<file path="src/rtl/power_sequencer_pkg.sv">
// Shared definitions for the five-rail power sequencer.
// Holds the rail count, the index width, the FSM state encoding and
// small bit-scan helpers used by the sequencer's next-state logic.
package power_sequencer_pkg;

    localparam int unsigned NUM_RAILS = 5;
    localparam int unsigned IDX_W     = 3;

    typedef logic [NUM_RAILS-1:0] rail_vec_t;
    typedef logic [IDX_W-1:0]     rail_idx_t;

    typedef enum logic [2:0] {
        ST_OFF      = 3'd0,
        ST_RAMP     = 3'd1,
        ST_SETTLE   = 3'd2,
        ST_ON       = 3'd3,
        ST_SHUTDOWN = 3'd4,
        ST_FAULT    = 3'd5
    } seq_state_t;

    // Index of the lowest set bit; 0 when no bit is set.
    function automatic rail_idx_t lowest_set(input rail_vec_t v);
        rail_idx_t r;
        r = '0;
        for (int unsigned k = NUM_RAILS; k > 0; k--) begin
            if (v[k-1]) r = rail_idx_t'(k - 1);
        end
        return r;
    endfunction

    // Index of the highest set bit; 0 when no bit is set.
    function automatic rail_idx_t highest_set(input rail_vec_t v);
        rail_idx_t r;
        r = '0;
        for (int unsigned k = 0; k < NUM_RAILS; k++) begin
            if (v[k]) r = rail_idx_t'(k);
        end
        return r;
    endfunction

    // Mask of rails below idx, optionally including idx itself.
    function automatic rail_vec_t rails_upto(input rail_idx_t idx, input logic inclusive);
        rail_vec_t m;
        m = '0;
        for (int unsigned k = 0; k < NUM_RAILS; k++) begin
            m[k] = (k < int'(idx)) || (inclusive && (k == int'(idx)));
        end
        return m;
    endfunction

endpackage

</file>
<file path="src/rtl/power_sequencer_if.sv">
// Bundle of the sequencer's request, power-good and status signals.
//   i_enable       : power-up request level (1 = up, 0 = down / clear fault)
//   i_pgood        : per-rail regulator power-good
//   o_railEn       : per-rail regulator enables
//   o_sequenceDone : all rails up and settled
//   o_fault        : sequencer is latched in FAULT
//   o_faultRail    : index of the rail that caused the fault
//   o_state        : FSM state encoding for debug
// master = host/board side, slave = sequencer side.
interface power_sequencer_if;
    import power_sequencer_pkg::*;

    logic       i_enable;
    rail_vec_t  i_pgood;
    rail_vec_t  o_railEn;
    logic       o_sequenceDone;
    logic       o_fault;
    rail_idx_t  o_faultRail;
    logic [2:0] o_state;

    modport master (
        output i_enable, i_pgood,
        input  o_railEn, o_sequenceDone, o_fault, o_faultRail, o_state
    );

    modport slave (
        input  i_enable, i_pgood,
        output o_railEn, o_sequenceDone, o_fault, o_faultRail, o_state
    );

endinterface

</file>
<file path="src/rtl/power_sequencer_seq_timer.sv">
// 32-bit loadable up-counter shared by the timeout, settle and off-delay
// intervals of the power sequencer.
//   clk, rst : clock and synchronous active-high reset
//   clr      : synchronous clear to zero (wins over load/inc)
//   load     : load load_val
//   inc      : count up by one
//   term_val : terminal-count value for the current interval
//   at_term  : count equals term_val
module power_sequencer_seq_timer (
    input  logic        clk,
    input  logic        rst,
    input  logic        clr,
    input  logic        load,
    input  logic [31:0] load_val,
    input  logic        inc,
    input  logic [31:0] term_val,
    output logic        at_term
);

    logic [31:0] count;

    always_ff @(posedge clk) begin
        if (rst || clr) begin
            count <= '0;
        end else if (load) begin
            count <= load_val;
        end else if (inc) begin
            count <= count + 32'd1;
        end
    end

    assign at_term = (count == term_val);

endmodule

</file>
<file path="src/rtl/power_sequencer.sv">
// Ordered power-up / power-down controller for five PMIC rails.
// Rails are enabled one at a time, each must report power-good within a
// timeout and stay good for a settle interval before the next one starts.
// Normal power-down disables rails highest first with a fixed spacing;
// any power-good loss drops every rail at once and latches the culprit.
//   i_clk   : system clock
//   i_reset : synchronous active-high reset
//   bus     : request / power-good inputs and registered status outputs
module power_sequencer
    import power_sequencer_pkg::*;
#(
    parameter int unsigned TIMEOUT_CYCLES = 32'd100000,
    parameter int unsigned SETTLE_CYCLES  = 32'd1000,
    parameter int unsigned OFF_DELAY      = 32'd1000
) (
    input  logic            i_clk,
    input  logic            i_reset,
    power_sequencer_if.slave bus
);

    seq_state_t  state_q, state_n;
    rail_idx_t   idx_q, idx_n;
    rail_vec_t   rail_en_q, rail_en_n;
    rail_idx_t   fault_rail_q, fault_rail_n;
    logic        done_q, fault_q;

    logic        cnt_clr, cnt_inc, at_term;
    logic [31:0] term_val;
    rail_vec_t   bad;

    power_sequencer_seq_timer u_timer (
        .clk      (i_clk),
        .rst      (i_reset),
        .clr      (cnt_clr),
        .load     (1'b0),
        .load_val ('0),
        .inc      (cnt_inc),
        .term_val (term_val),
        .at_term  (at_term)
    );

    always_ff @(posedge i_clk) begin
        if (i_reset) begin
            state_q      <= ST_OFF;
            idx_q        <= '0;
            rail_en_q    <= '0;
            fault_rail_q <= '0;
            done_q       <= 1'b0;
            fault_q      <= 1'b0;
        end else begin
            state_q      <= state_n;
            idx_q        <= idx_n;
            rail_en_q    <= rail_en_n;
            fault_rail_q <= fault_rail_n;
            done_q       <= (state_n == ST_ON);
            fault_q      <= (state_n == ST_FAULT);
        end
    end

    always_comb begin
        state_n      = state_q;
        idx_n        = idx_q;
        rail_en_n    = rail_en_q;
        fault_rail_n = fault_rail_q;
        cnt_clr      = 1'b0;
        cnt_inc      = 1'b0;
        term_val     = '0;
        bad          = '0;

        case (state_q)
            ST_OFF: begin
                if (bus.i_enable) begin
                    state_n   = ST_RAMP;
                    idx_n     = '0;
                    rail_en_n = rail_vec_t'(1);
                    cnt_clr   = 1'b1;
                end
            end

            ST_RAMP: begin
                term_val = TIMEOUT_CYCLES - 32'd1;
                bad      = ~bus.i_pgood & rails_upto(idx_q, 1'b0);
                if (|bad) begin
                    state_n      = ST_FAULT;
                    rail_en_n    = '0;
                    fault_rail_n = lowest_set(bad);
                end else if (!bus.i_pgood[idx_q] && at_term) begin
                    state_n      = ST_FAULT;
                    rail_en_n    = '0;
                    fault_rail_n = idx_q;
                end else if (!bus.i_enable) begin
                    state_n                         = ST_SHUTDOWN;
                    rail_en_n[highest_set(rail_en_q)] = 1'b0;
                    cnt_clr                         = 1'b1;
                end else if (bus.i_pgood[idx_q]) begin
                    state_n = ST_SETTLE;
                    cnt_clr = 1'b1;
                end else begin
                    cnt_inc = 1'b1;
                end
            end

            ST_SETTLE: begin
                term_val = SETTLE_CYCLES - 32'd1;
                bad      = ~bus.i_pgood & rails_upto(idx_q, 1'b1);
                if (|bad) begin
                    state_n      = ST_FAULT;
                    rail_en_n    = '0;
                    fault_rail_n = lowest_set(bad);
                end else if (!bus.i_enable) begin
                    state_n                         = ST_SHUTDOWN;
                    rail_en_n[highest_set(rail_en_q)] = 1'b0;
                    cnt_clr                         = 1'b1;
                end else if (at_term) begin
                    if (idx_q == rail_idx_t'(NUM_RAILS - 1)) begin
                        state_n = ST_ON;
                    end else begin
                        state_n                   = ST_RAMP;
                        idx_n                     = idx_q + 3'd1;
                        rail_en_n[idx_q + 3'd1]   = 1'b1;
                        cnt_clr                   = 1'b1;
                    end
                end else begin
                    cnt_inc = 1'b1;
                end
            end

            ST_ON: begin
                bad = ~bus.i_pgood;
                if (|bad) begin
                    state_n      = ST_FAULT;
                    rail_en_n    = '0;
                    fault_rail_n = lowest_set(bad);
                end else if (!bus.i_enable) begin
                    state_n                         = ST_SHUTDOWN;
                    rail_en_n[highest_set(rail_en_q)] = 1'b0;
                    cnt_clr                         = 1'b1;
                end
            end

            // Rails are cleared from the live enable vector rather than from
            // idx, so entry from RAMP, SETTLE or ON shares one path.
            ST_SHUTDOWN: begin
                term_val = OFF_DELAY - 32'd1;
                if (rail_en_q == '0) begin
                    state_n = ST_OFF;
                    idx_n   = '0;
                end else if (at_term) begin
                    rail_en_n[highest_set(rail_en_q)] = 1'b0;
                    cnt_clr                         = 1'b1;
                end else begin
                    cnt_inc = 1'b1;
                end
            end

            ST_FAULT: begin
                rail_en_n = '0;
                if (!bus.i_enable) begin
                    state_n      = ST_OFF;
                    idx_n        = '0;
                    fault_rail_n = '0;
                end
            end

            default: begin
                state_n   = ST_OFF;
                idx_n     = '0;
                rail_en_n = '0;
            end
        endcase
    end

    assign bus.o_railEn       = rail_en_q;
    assign bus.o_sequenceDone = done_q;
    assign bus.o_fault        = fault_q;
    assign bus.o_faultRail    = fault_rail_q;
    assign bus.o_state        = state_q;

endmodule

</file>
<file path="src/flat_wrapper.sv">
// flat-port wrapper written by rule: the top's interface ports become plain ports
module power_sequencer_flat import power_sequencer_pkg::*;
#(
    parameter int unsigned TIMEOUT_CYCLES = 32'd100000,
    parameter int unsigned SETTLE_CYCLES  = 32'd1000,
    parameter int unsigned OFF_DELAY      = 32'd1000
)
  (i_clk, i_reset, bus_i_enable, bus_i_pgood, bus_o_railEn, bus_o_sequenceDone, bus_o_fault, bus_o_faultRail, bus_o_state);
  power_sequencer_if bus_i ();
  input  logic i_clk;
  input  logic i_reset;
  input wire logic [$bits(bus_i.i_enable)-1:0] bus_i_enable;
  input wire logic [$bits(bus_i.i_pgood)-1:0] bus_i_pgood;
  output wire logic [$bits(bus_i.o_railEn)-1:0] bus_o_railEn;
  output wire logic [$bits(bus_i.o_sequenceDone)-1:0] bus_o_sequenceDone;
  output wire logic [$bits(bus_i.o_fault)-1:0] bus_o_fault;
  output wire logic [$bits(bus_i.o_faultRail)-1:0] bus_o_faultRail;
  output wire logic [$bits(bus_i.o_state)-1:0] bus_o_state;
  assign bus_i.i_enable = bus_i_enable;
  assign bus_i.i_pgood = bus_i_pgood;
  assign bus_o_railEn = bus_i.o_railEn;
  assign bus_o_sequenceDone = bus_i.o_sequenceDone;
  assign bus_o_fault = bus_i.o_fault;
  assign bus_o_faultRail = bus_i.o_faultRail;
  assign bus_o_state = bus_i.o_state;
  power_sequencer #(.TIMEOUT_CYCLES(TIMEOUT_CYCLES), .SETTLE_CYCLES(SETTLE_CYCLES), .OFF_DELAY(OFF_DELAY)) u_core (.i_clk(i_clk), .i_reset(i_reset), .bus(bus_i));
endmodule
</file>
<file path="config.mk">
export PLATFORM = sky130hd
export DESIGN_NAME = power_sequencer_flat
export DESIGN_NICKNAME = d
export VERILOG_FILES = /design/src/rtl/power_sequencer_pkg.sv /design/src/rtl/power_sequencer_if.sv /design/src/rtl/power_sequencer_seq_timer.sv /design/src/rtl/power_sequencer.sv /design/src/flat_wrapper.sv
export SDC_FILE = /design/constraint.sdc
export NUM_CORES = 1
export LEC_CHECK = 0
export ABC_AREA = 1
export CAP_MARGIN = 20
export CORE_UTILIZATION = 40
export CTS_CLUSTER_SIZE = 8
export DETAILED_ROUTE_END_ITERATION = 10
export PLACE_DENSITY_LB_ADDON = 0.08
export RECOVER_POWER = 25
export SYNTH_ARGS = -nofsm -noshare
export SYNTH_HDL_FRONTEND = slang
export SYNTH_SLANG_ARGS = --single-unit
</file>
<file path="constraint.sdc">
create_clock -name i_clk -period 2.9 [get_ports i_clk]
set_input_delay 0.87 -clock i_clk [delete_from_list [all_inputs] [get_ports i_clk]]
set_output_delay 0.87 -clock i_clk [all_outputs]
set_load 0.1 [all_outputs]
</file>
==> flow_metrics.env <==
export IMPL_critPathKind="input port to register"
export IMPL_wl_met2_um=5490
export IMPL_yosysMostFrequentCell="nand2_1"
export IMPL_ioPinCount=21
export IMPL_drt_iter0_markers=156
export IMPL_dr_pass1_iters=5
export IMPL_cts_buffers=5
export IMPL_design_area_um2=4220
export IMPL_dieArea_um2=9870
export IMPL_cts_resized=0
export IMPL_wl_per_cell_um=14.6
export IMPL_routed_wl_met3_um=400
export IMPL_yosysSeqAreaShare=0.254
export IMPL_ys_top_cells_by_area="dfxtp_1 (25%), nand2_1 (16%), nor2_1 (8.0%)"
export IMPL_cts_max_level=2
export IMPL_synth_common_cells="nand2_1 (161), nor2_1 (81), inv_1 (65)"
export IMPL_placed_area_um2=4170
export IMPL_grt_start_max_net_pins=33
export IMPL_port_buffers=20
export IMPL_fin_skew_ns=0.00869
export IMPL_syn_to_final_growth_pct=11.4
export IMPL_cts_hold_buffers=0
export IMPL_worst_slew_pin_slew_ns=1.16
export IMPL_highest_layer="met4"
export IMPL_hold_viol=0
export IMPL_synth_largest_area_cell="dfxtp_1"
export IMPL_wl_met1_um=4860
export IMPL_core_um2=9200
export IMPL_arrival_ns=2.79
export IMPL_finalCritPeriodShare=0.891
export IMPL_path_clk_slew_ns=0.10
export IMPL_endpoint_kind="register"
export IMPL_insertedDiodeCount=0
export IMPL_clk_path_buf_depth=2
export IMPL_final_antenna_net_count=0
export IMPL_final_min_clock_period_ns=2.58
export IMPL_clkLatencyLatePin_ns=0.31
export IMPL_grt_overflow=0
export IMPL_first_global_vias=3995
export IMPL_synthFlopType="dfxtp_1"
export IMPL_cts_tree="yes"
export IMPL_crit_fanout=6
export IMPL_nets=661
export IMPL_avgSynthCellArea_um2=6.10
export IMPL_routabilityCongestion=0.950
export IMPL_status="completed"
export IMPL_synth_cells=621
export IMPL_async_reset_ff_frac=0
export IMPL_postCtsSetupBuffers=0
export IMPL_critical_path_required_ns=3.11
export IMPL_start_util=0.412
export IMPL_setup_violations=0
export IMPL_clock_fmax_mhz=387
export IMPL_die_w_um=99.3
export IMPL_wirelength_um=11100
export IMPL_vdd_drop_max_mv=0.257
export IMPL_grt_pass1_wl_um=18600
export IMPL_hold_path_class="register to register"
export IMPL_pwr_density_cell_nw_per_um2=478
export IMPL_antenna_found_initial=0
export IMPL_synth_top_area_frac=0.254
export IMPL_leakage_nw=1.75
export IMPL_slew_headroom=0.229
export IMPL_finalSetupTns_ns=0
export IMPL_cap_violations=0
export IMPL_critPathLaunchType="input port"
export IMPL_syn_area_um2=3790
export IMPL_drive_above_1_share=0.0968
export IMPL_drc=0
export IMPL_grtUsageTotal=0.236
export IMPL_cts_root_buffer="clkbuf_8"
export IMPL_syn_nets=632
export IMPL_cts_sinks=48
export IMPL_fp_dieH_um=99.3
export IMPL_rsz0062_at_grt="false"
export IMPL_synthDistinctLibCells=37
export IMPL_via_per_inst=5.40
export IMPL_synth_warnings=0
export IMPL_dpl_hpwl_um=8580
export IMPL_fp_row_count=35
export IMPL_synth_edf_count=0
export IMPL_fillers=1050
export IMPL_final_max_slew_viol_count=0
export IMPL_synth_seq_cells=48
export IMPL_num_vias=4113
-- power by group --
| part | total (mW) | internal (mW) | switching, mW |
|---|---|---|---|
| combinational | 0.866 | 0.243 | 0.624 |
| sequential | 0.713 | 0.685 | 0.0277 |
| clock | 0.440 | 0.195 | 0.245 |
| total | 2.02 | 1.12 | 0.896 |
-- placed cells by master (no fill, tap or decap), drive strengths merged --
cell,Yosys,routed
nand2,164,164
nor2,86,86
inv,67,67
nand3,64,64
a21oi,50,50
dfxtp,48,48
o21ai,28,28
xor2,22,22
buf,17,22
nor3,20,20
clkbuf,3,20
nand4,18,18
xnor2,7,7
clkdlybuf4s50,0,7
nor4,7,7
o21bai,5,5
o2111ai,3,3
ha,3,3
o311ai,2,2
a211oi,2,2
and2,1,1
o22ai,1,1
a311oi,1,1
o21a,1,1
o211ai,1,1
clkinvlp,0,1
-- kinds of logic (layout without fill, tap and decap cells) --
family,count (synthesis),in the layout,share of synthesized area
simple gates,360,360,0.425
compound gates,94,94,0.148
buf+inv,87,117,0.0967
flops,48,48,0.254
xor+xnor,29,29,0.0670
fa+ha+maj,3,3,0.00991
-- final cells by class --
cell class	count	area, µm²	share of cell area
timing repair buffer	42	313	0.0741
inverter	67	251	0.0596
multi-input combinational	486	2460	0.583
clock inverter	1	7.51	0.00178
tap	111	139	0.0329
clock buffer	7	86.3	0.0205
sequential	48	961	0.228
-- per-stage QoR --
step / worst slack (ns) / instances / utilization / power (mW) / hold WS (ns)
floorplan: 0.288 / 621 / - / 1.35 / 0.483
global placement: 0.0463 / 754 / 0.454 / 1.60 / 0.432
detailed placement: 0.0289 / 754 / 0.454 / 1.61 / 0.437
CTS: 0.347 / 762 / 0.464 / 2.05 / 0.452
global route: 0.0962 / 762 / 0.459 / 2.14 / 0.475
finish: 0.315 / 762 / 0.459 / 2.02 / 0.449
-- metal layers --
metal,vias to the layer above,global-route usage
li1,2102,-
met1,1871,0.277
met2,109,0.436
met3,31,0.0281
met4,0,0.0928
met5,-,0
-- worst max-delay path, cell delays in order --
cell	delay (ns)
clkdlybuf4s50_1	0.56
nor2_1	0.09
a21oi_1	0.17
inv_1	0.13
nor3_2	0.29
o21ai_0	0.16
o21ai_0	0.25
nand3_1	0.13
nand2_1	0.10
nor2_1	0.04
-- sequential cells by signal, summed over array words and instances, names as in the netlist --
| register | count |
|---|---|
| u_core.idx_q | 3 |
| u_core.bus.o_state | 3 |
| u_core.bus.o_sequenceDone | 1 |
| u_core.bus.o_faultRail | 3 |
| u_core.u_timer.count | 32 |
| u_core.bus.o_railEn | 5 |
| u_core.bus.o_fault | 1 |
-- path summary, 6_finish.rpt --
check                                                             from                                      to  slack (ns)  depth (start not counted)
worst max-delay path                                    bus_i_pgood[3]           u_core.bus.o_fault$_SDFF_PP0_        0.32                         10
worst min-delay path            u_core.bus.o_faultRail[1]$_SDFFE_PP0P_  u_core.bus.o_faultRail[1]$_SDFFE_PP0P_        0.45                          2
worst max register to register        u_core.bus.o_state[1]$_SDFF_PP0_    u_core.u_timer.count[0]$_SDFFE_PP0P_        0.47                         11
worst min register to register  u_core.bus.o_faultRail[1]$_SDFFE_PP0P_  u_core.bus.o_faultRail[1]$_SDFFE_PP0P_        0.45                          2
Note: power is estimated with default switching activity, not from simulation.
